`src/rtl/downlink_scheduler_pkg.sv`:
```
// +----------------------------------------------------------------------------+
// | Module : downlink_scheduler_pkg                                            |
// | Brief  : Shared frame categories, FSM state encoding and byte selector.    |
// | Rev    : 1.0                                                               |
// +----------------------------------------------------------------------------+
`timescale 1ns/1ps
`default_nettype none

package downlink_scheduler_pkg;

  localparam logic [1:0] CTG_START  = 2'b01;
  localparam logic [1:0] CTG_FLAG   = 2'b10;
  localparam logic [1:0] CTG_SCHEME = 2'b11;

  localparam int SCHEME_BYTES = 6;

  typedef enum logic [2:0] {
    ST_IDLE  = 3'd0,
    ST_LOAD  = 3'd1,
    ST_OFFER = 3'd2,
    ST_HOLD  = 3'd3,
    ST_GAP   = 3'd4,
    ST_DONE  = 3'd5
  } state_t;

  // Most-significant byte of the scheme goes out first.
  function automatic logic [7:0] scheme_byte(input logic [47:0] s, input logic [2:0] idx);
    logic [7:0] b;
    b = 8'h00;
    case (idx)
      3'd0:    b = s[47:40];
      3'd1:    b = s[39:32];
      3'd2:    b = s[31:24];
      3'd3:    b = s[23:16];
      3'd4:    b = s[15:8];
      3'd5:    b = s[7:0];
      default: b = 8'h00;
    endcase
    return b;
  endfunction

endpackage

`default_nettype wire

```
`src/rtl/downlink_scheduler_frame_tracker.sv`:
```
// +----------------------------------------------------------------------------+
// | Module : frame_tracker                                                     |
// | Brief  : Detects new demodulator frames, counts skipped ordinals, strobes. |
// | Rev    : 1.0                                                               |
// +----------------------------------------------------------------------------+
`timescale 1ns/1ps
`default_nettype none

module frame_tracker
  import downlink_scheduler_pkg::*;
#(
  parameter int ORD_W = 2
) (
  input  logic             clk,
  input  logic             rst_n,
  input  logic [ORD_W-1:0] i_ord,
  input  logic [1:0]       i_ctg,
  output logic             o_flag_stb,
  output logic             o_scheme_stb,
  output logic             o_start_stb,
  output logic [7:0]       o_drop_cnt
);

  localparam int SUM_W = ((ORD_W > 8) ? ORD_W : 8) + 1;

  logic [ORD_W-1:0] r_last_ord;
  logic [7:0]       r_drop_cnt;
  logic [ORD_W-1:0] w_diff;
  logic             w_new_frame;
  logic [SUM_W-1:0] w_sum;

  // Modular difference: a wrap of the ordinal still counts as forward progress.
  assign w_diff      = i_ord - r_last_ord;
  assign w_new_frame = (w_diff != '0);
  assign w_sum       = SUM_W'(r_drop_cnt) + SUM_W'(w_diff) - SUM_W'(1);

  assign o_flag_stb   = w_new_frame && (i_ctg == CTG_FLAG);
  assign o_scheme_stb = w_new_frame && (i_ctg == CTG_SCHEME);
  assign o_start_stb  = w_new_frame && (i_ctg == CTG_START);
  assign o_drop_cnt   = r_drop_cnt;

  always_ff @(posedge clk) begin
    if (!rst_n) begin
      r_last_ord <= '0;
      r_drop_cnt <= 8'h00;
    end else begin
      r_last_ord <= i_ord;
      if (w_diff > ORD_W'(1)) begin
        r_drop_cnt <= (w_sum > SUM_W'(255)) ? 8'hFF : w_sum[7:0];
      end
    end
  end

endmodule

`default_nettype wire

```
`src/rtl/downlink_scheduler.sv`:
```
// +----------------------------------------------------------------------------+
// | Module : downlink_scheduler                                                |
// | Brief  : Turns downlink frames into timed codewords for the modulator.     |
// | Rev    : 1.0                                                               |
// +----------------------------------------------------------------------------+
`timescale 1ns/1ps
`default_nettype none

module downlink_scheduler
  import downlink_scheduler_pkg::*;
#(
  parameter logic [15:0] SLOT_LEN = 16'd1000,
  parameter logic [15:0] GAP_LEN  = 16'd500,
  parameter int          ORD_W    = 2
) (
  input  logic             clock,
  input  logic             reset,
  input  logic [ORD_W-1:0] ord,
  input  logic [1:0]       ctg,
  input  logic [7:0]       cur_flag,
  input  logic [47:0]      cur_scheme,
  input  logic             halt,
  output logic             working,
  output logic             code_valid,
  input  logic             code_ready,
  output logic [7:0]       code,
  output logic             busy,
  output logic [7:0]       drop_cnt,
  output logic             run_done
);

  localparam logic [2:0] c_LAST_IDX = 3'(SCHEME_BYTES - 1);

  logic        w_flag_stb;
  logic        w_scheme_stb;
  logic        w_start_stb;
  logic        w_start_ok;
  logic [3:0]  w_rep_init;
  logic        w_unused;

  state_t      r_state;
  logic [7:0]  r_mode;
  logic [47:0] r_shadow;
  logic        r_scheme_valid;
  logic [47:0] r_active;
  logic [2:0]  r_byte_idx;
  logic [3:0]  r_rep;
  logic [15:0] r_timer;
  logic        r_working;
  logic        r_code_valid;
  logic [7:0]  r_code;
  logic        r_busy;
  logic        r_run_done;

  frame_tracker #(
    .ORD_W (ORD_W)
  ) u_frame_tracker (
    .clk          (clock),
    .rst_n        (reset),
    .i_ord        (ord),
    .i_ctg        (ctg),
    .o_flag_stb   (w_flag_stb),
    .o_scheme_stb (w_scheme_stb),
    .o_start_stb  (w_start_stb),
    .o_drop_cnt   (drop_cnt)
  );

  assign w_start_ok = w_start_stb && r_scheme_valid && r_mode[7] && !halt;
  assign w_rep_init = (r_mode[2:0] == 3'd0) ? 4'd8 : {1'b0, r_mode[2:0]};
  assign w_unused   = ^r_mode[6:3];

  // Shadow copies keep updating during a run; the run itself works from r_active.
  always_ff @(posedge clock) begin
    if (!reset) begin
      r_mode         <= 8'h00;
      r_shadow       <= 48'h0;
      r_scheme_valid <= 1'b0;
    end else begin
      if (w_flag_stb) r_mode <= cur_flag;
      if (w_scheme_stb) begin
        r_shadow       <= cur_scheme;
        r_scheme_valid <= 1'b1;
      end
    end
  end

  always_ff @(posedge clock) begin
    if (!reset) begin
      r_state      <= ST_IDLE;
      r_active     <= 48'h0;
      r_byte_idx   <= 3'd0;
      r_rep        <= 4'd0;
      r_timer      <= 16'd0;
      r_working    <= 1'b0;
      r_code_valid <= 1'b0;
      r_code       <= 8'h00;
      r_busy       <= 1'b0;
      r_run_done   <= 1'b0;
    end else if (halt && (r_state != ST_IDLE)) begin
      r_state      <= ST_IDLE;
      r_working    <= 1'b0;
      r_code_valid <= 1'b0;
      r_code       <= 8'h00;
      r_busy       <= 1'b0;
      r_run_done   <= 1'b0;
    end else begin
      r_run_done <= 1'b0;
      case (r_state)
        ST_IDLE: begin
          if (w_start_ok) begin
            r_state   <= ST_LOAD;
            r_busy    <= 1'b1;
            r_working <= 1'b1;
          end
        end
        ST_LOAD: begin
          r_active     <= r_shadow;
          r_byte_idx   <= 3'd0;
          r_rep        <= w_rep_init;
          r_state      <= ST_OFFER;
          r_code_valid <= 1'b1;
          r_code       <= scheme_byte(r_shadow, 3'd0);
        end
        ST_OFFER: begin
          if (r_code_valid && code_ready) begin
            r_state      <= ST_HOLD;
            r_timer      <= SLOT_LEN - 16'd1;
            r_code_valid <= 1'b0;
          end
        end
        ST_HOLD: begin
          if (r_timer != 16'd0) begin
            r_timer <= r_timer - 16'd1;
          end else if (r_byte_idx < c_LAST_IDX) begin
            r_byte_idx   <= r_byte_idx + 3'd1;
            r_state      <= ST_OFFER;
            r_code_valid <= 1'b1;
            r_code       <= scheme_byte(r_active, r_byte_idx + 3'd1);
          end else if (r_rep > 4'd1) begin
            r_rep   <= r_rep - 4'd1;
            r_timer <= GAP_LEN - 16'd1;
            r_state <= ST_GAP;
            r_code  <= 8'h00;
          end else begin
            r_state    <= ST_DONE;
            r_run_done <= 1'b1;
          end
        end
        ST_GAP: begin
          if (r_timer != 16'd0) begin
            r_timer <= r_timer - 16'd1;
          end else begin
            r_byte_idx   <= 3'd0;
            r_state      <= ST_OFFER;
            r_code_valid <= 1'b1;
            r_code       <= scheme_byte(r_active, 3'd0);
          end
        end
        ST_DONE: begin
          r_state   <= ST_IDLE;
          r_working <= 1'b0;
          r_busy    <= 1'b0;
          r_code    <= 8'h00;
        end
        default: r_state <= ST_IDLE;
      endcase
    end
  end

  assign working    = r_working;
  assign code_valid = r_code_valid;
  assign code       = r_code;
  assign busy       = r_busy;
  assign run_done   = r_run_done;

endmodule

`default_nettype wire

```
`config.mk`:
```
export PLATFORM = sky130hd
export DESIGN_NAME = downlink_scheduler
export DESIGN_NICKNAME = d
export VERILOG_FILES = /design/src/rtl/downlink_scheduler_pkg.sv /design/src/rtl/downlink_scheduler_frame_tracker.sv /design/src/rtl/downlink_scheduler.sv
export SDC_FILE = /design/constraint.sdc
export NUM_CORES = 1
export LEC_CHECK = 0
export ABC_CLOCK_PERIOD_IN_PS = 4200
export BUFFER_PORTS_ARGS = -buffer_cell sky130_fd_sc_hd__buf_2
export CAP_MARGIN = 10
export CORE_ASPECT_RATIO = 0.9
export CORE_UTILIZATION = 35
export CTS_BUF_LIST = sky130_fd_sc_hd__clkbuf_8
export DETAILED_ROUTE_END_ITERATION = 10
export GPL_TIMING_DRIVEN = 1
export SYNTH_ARGS = -nofsm -noshare
export SYNTH_HDL_FRONTEND = slang
export SYNTH_SLANG_ARGS = --single-unit
```
`constraint.sdc`:
```
create_clock -name clock -period 4.2 [get_ports clock]
set_input_delay 1.26 -clock clock [delete_from_list [all_inputs] [get_ports clock]]
set_output_delay 1.26 -clock clock [all_outputs]
set_load 0.02 [all_outputs]
```
=== After elaboration in Yosys (flattened, before gate mapping) ===
Index checks and enable logic that the tools add are counted.

* Input bits: 64
* Flip-flop bits (word level): 152
* Word-level logic and storage cells: 119
* Output and inout port bits: 20

* $add $sub $neg: 6
* Muxes and demuxes: 37
* Reductions and logical operators: 31
* Order comparisons: 4
* Eq/ne operators: 24
* Bitwise logic cells: 3

{| class="wikitable"
|+ Operators with widths
! operator !! count
|-
| $mux W16 || 5
|-
| $pmux W16 S3 || 1
|-
| $pmux W8 S6 || 1
|-
| $mux W8 || 5
|-
| $pmux W8 S4 || 1
|-
| $mux W3 || 8
|-
| $mux W4 || 4
|-
| $ne A2 B2 Y1 const B || 8
|-
| $reduce_bool A16 Y1 || 1
|-
| $sub A16 B1 Y16 const B || 1
|-
| $pmux W3 S5 || 1
|-
| $reduce_and A5 Y1 || 3
|-
| $eq A3 B2 Y1 const B || 4
|-
| $eq A3 B3 Y1 const B || 4
|-
| $add A8 B2 Y9 || 1
|-
| $gt A9 B8 Y1 const B || 1
|-
| $logic_not A3 Y1 || 3
|-
| $ne A3 B3 Y1 const B || 3
|-
| $pmux W3 S3 || 1
|-
| $reduce_bool A3 Y1 || 3
|-
| $sub A9 B1 Y9 const B || 1
|-
| $logic_and A1 B1 Y1 || 8
|-
| $pmux W4 S2 || 1
|-
| $reduce_and A4 Y1 || 2
|-
| other kinds (20) || 34
|}

=== Logic depth before layout (Yosys ltp) ===
* Depth in word-level cells: 8
* Gate-level depth with buffers: 14
* Mapped depth without buffers: 14

=== Hierarchy ===
From an unflattened synthesis, not the netlist that was laid out.

* Cells, all modules: 799
* Area, all modules: 6,775.2 µm²

{| class="wikitable"
|+ Modules (own cells, without submodules)
! module !! seq. area each (µm²) !! area each (µm²) !! instances !! cells an instance
|-
| downlink_scheduler || 2,762.6 || 6,002.0 || 1 || 709
|-
| frame_tracker || 200.2 || 773.2 || 1 || 90
|}

=== Worst setup path before layout ===
No wires, ideal clock.

* Path type: input to register
* From: in ord[0]
* To: reg u_frame_tracker.r_drop_cnt[7] (netlist: u_frame_tracker.o_drop_cnt[7])
* Path slack: 0.574 ns
* Library setup time: 0.086 ns
* Path buffers: 0
* Stages: 14
* Arrival time: 3.541 ns
* Data required time: 4.114 ns
* Cells stage by stage: inv_1 -> ha_1 -> xor3_1 -> inv_1 -> ha_1 -> inv_1 -> ha_1 -> fa_1 -> a21oi_1 -> o211ai_1 -> a21oi_1 -> xnor2_1 -> a21oi_1 -> a211oi_1

* Word-level cells in the longest chain between the ends: 5
* Elaborated cells on any way between the ends: 6
* Those cells by class: add/sub: 3; order compare: 2; mux: 1

{| class="wikitable"
|+ Ends and longest elaborated chain
! what !! line !! text
|-
| start: declaration || downlink_scheduler.sv:18 || <nowiki>input logic [ORD_W-1:0] ord,</nowiki>
|-
| $sub A2 B2 Y2 * || downlink_scheduler_frame_tracker.sv:33 || <nowiki>assign w_diff = i_ord - r_last_ord;</nowiki>
|-
| $add A8 B2 Y9 || downlink_scheduler_frame_tracker.sv:35 || <nowiki>assign w_sum = SUM_W'(r_drop_cnt) + SUM_W'(w_diff) - SUM_W'(1);</nowiki>
|-
| $sub A9 B1 Y9 || downlink_scheduler_frame_tracker.sv:35 ||
|-
| $gt A9 B8 Y1 || downlink_scheduler_frame_tracker.sv:49 || <nowiki>r_drop_cnt <= (w_sum > SUM_W'(255)) ? 8'hFF : w_sum[7:0];</nowiki>
|-
| $mux W8 || downlink_scheduler_frame_tracker.sv:49 ||
|-
| end signal: assignment || downlink_scheduler_frame_tracker.sv:49 ||
|-
| end: declaration || downlink_scheduler_frame_tracker.sv:27 || <nowiki>logic [7:0] r_drop_cnt;</nowiki>
|}

Every way passes the cells marked *; elsewhere a longest branch is shown, timed or not.
A chain may end at the register's enable or synchronous reset.

=== Final worst setup path ===
Ends and elaborated chain as after synthesis.

==> run metrics <==
GPL Wtd Cong=0.813; Routed WL per cell=14.6 um; largest net degree at the start of global routing=63; CTS resizes=0; Final Cycle Share=0.802; Slew HR=0.394; kind of critical path=in2reg; Root Driver=clkbuf_8; filler instances=1,988; worst-margin pin slew=0.908 ns; max_cap viols=0; clk_skew=0.0181 ns; Post-Syn Area per Cell=7.91 um2; clock buffer depth=2; RSZ-0062 raised after global routing=no; IO Count=84; Worst Reg-to-Reg Cells=6; switching share of total power=0.313; cell row count=47; Post-synth top flop=dfxtp_1; async set-or-reset flop fraction in the synthesized netlist=0; DRT iter0 DRCs=389; Final Instance Count excl. Fillers=1,159; final core occ=0.412; synth unique cells=67; clock sink count=148; initial antenna violation count=2; CTS tree=built; combinational share of power=0.201; vias in the first global route=5,370; status=complete, no violations; Warnings, synthesis=0; number of flops mapped to enable cells by yosys=0; dpl hpwl=11,400 um; Inst Count DP=1,126; P_sw=1.02 mW; VDD IR-drop max=199 uV; gr usage total=0.176; post-CTS setup buffer count=0; Post-CTS Hold Buffers=0; clock-pin slew on the worst setup and hold paths=0.10 ns; die height=133 um; Synth Instances=850; Max H-tree Level=4; via density per instance=5.13; Post-Syn Area=0.00672 mm2; via count=5,941; Worst Setup Start Kind=input pin; Synth Net Count=934; internal power=2.25 mW; Clk pwr share=0.337; core area=0.0186 mm2; post-route setup TNS=0 ns; CP arrival=3.74 ns; Routed Antenna Nets=0; first-pass GRT wire length=27,800 um; Lkg Pwr=2.85 nW; final hold viol count=0; Post-Place Worst Slack=0.387 ns; # DRC=0; critical path capture point type=register; post-route setup slack=0.833 ns; #FFs+latches synth=148; worst hold path type=reg2reg; max-slew violation count=0; sequential area share after synthesis=0.441; final setup fails=0; WL final=16,900 um; Hold WS=0.441 ns; Pre-Repair DR Iteration Count=5; fmax=0.297 GHz; Port Buf Inserts=79; required time worst endpoint=4.57 ns; power density over cell area=428 mW/mm2; Clk Latency, worst-skew pair=0.46 ns; Layout area overhead=13.9%; layout cells sized above 1=0.157; grt ovf=0; crit-path max FO=3; Inserted Clock Buffers=17; register share of total power=0.463; Hold Path Cell Cnt=2; Die X=148 um; die area=0.0198 mm2; final net count=984; crit path time final=3.37 ns; Initial Utilization=0.362
layout by cell type, fill, tap and decap left out, types with 18 or more instances in the layout:
master,synthesis,routed
ha_1,19,19
nor2_1,48,47
a21oi_1,126,126
a22oi_1,18,18
clkbuf_8,0,18
buf_2,4,79
inv_1,27,27
nor3_1,21,21
nand2_1,212,212
dfxtp_1,148,148
logic make-up after synthesis:
logic type	synth area share
and+or+nand+nor	0.212
DFF	0.441
adders and majority gates	0.0383
AOI/OAI and AO/OA	0.222
xor gates and xnor gates	0.0218
muxes	0.0158
buffers and inverters	0.0499
per-layer routing:
layer / vias to the layer above / track usage / wire length [um]
met5: - / 0 / 8
met4: 2 / 0.0481 / 130
met3: 10 / 0.0414 / 655
met2: 107 / 0.239 / 7090
met1: 2766 / 0.272 / 9000
li1: 3056 / - / -
power by group through the flow:
stage                     sequential (mW)  combinational (mW)  clock, mW
after detailed placement             1.55               0.660          0
after global routing                 1.53               0.745       1.20
after floorplan                      1.57               0.443          0
after global placement               1.55               0.650          0
final                                1.52               0.658       1.10
after CTS                            1.52               0.663       1.13
state kept, by name (all words and copies together) (netlist names):
| register | flops |
|---|---|
| run_done | 1 |
| r_active | 48 |
| r_state | 3 |
| u_frame_tracker.o_drop_cnt | 8 |
| code | 8 |
| r_shadow | 48 |
| r_rep | 4 |
| r_byte_idx | 3 |
| u_frame_tracker.r_last_ord | 2 |
| r_mode | 4 |
| busy | 1 |
| r_timer | 16 |
| r_scheme_valid | 1 |
| code_valid | 1 |
cell type report:
class	count	area, um2	share of cell area
diodes	1	2.50	0.000327
clock buffers	18	248	0.0323
clock inverters	14	143	0.0186
inverters	28	106	0.0139
multi-input cells	617	3430	0.448
flip-flops and latches	148	2960	0.387
well taps	245	307	0.0400
repair buffers	88	463	0.0604
metrics by stage:
stage,cell area (um2),power (mW)
floorplan,6720,2.02
finish,7660,3.28
detailed placement,7270,2.21
global placement,7270,2.20
CTS,7660,3.31
global route,7660,3.47
synthesized netlist by cell type, types with 5 or more instances:
cell      count  area [um2]
xor2_1       10        87.6
a221oi_1     13         114
dfxtp_1     148        2960
ha_1         19         238
mux2_2        5        56.3
nand2_1     212         796
mux2i_1       5        50.1
nand3_1       8        40.0
nor4_1        7        43.8
nor3_1       21         105
o21ai_0      13        65.1
a22oi_1      18         135
a31oi_1      11        68.8
o31ai_1       5        37.5
o21ai_1       9        45.0
clkbuf_1     47         176
a21oi_1     126         631
o21a_1        6        45.0
inv_1        27         101
nor2b_1      11        68.8
nor2_1       48         180
worst paths after layout:
path,start,end,slack (ns)
setup / recovery,ord[0],u_frame_tracker.o_drop_cnt[7],0.83
hold / removal,r_shadow[26],r_active[26],0.44
setup reg to reg,r_timer[7],code[6],1.23
hold reg to reg,r_shadow[26],r_active[26],0.44
critical path, cell delays in order:
cell,delay [ns]
buf_2,0.07
inv_1,0.04
ha_1,0.19
xor3_1,0.21
inv_1,0.08
ha_1,0.27
inv_1,0.04
ha_1,0.23
fa_1,0.41
a21oi_1,0.22
o211ai_1,0.14
a21oi_1,0.19
xnor2_1,0.14
a21oi_1,0.06
a211oi_1,0.19
No activity file was read; power rests on OpenSTA's default activity.
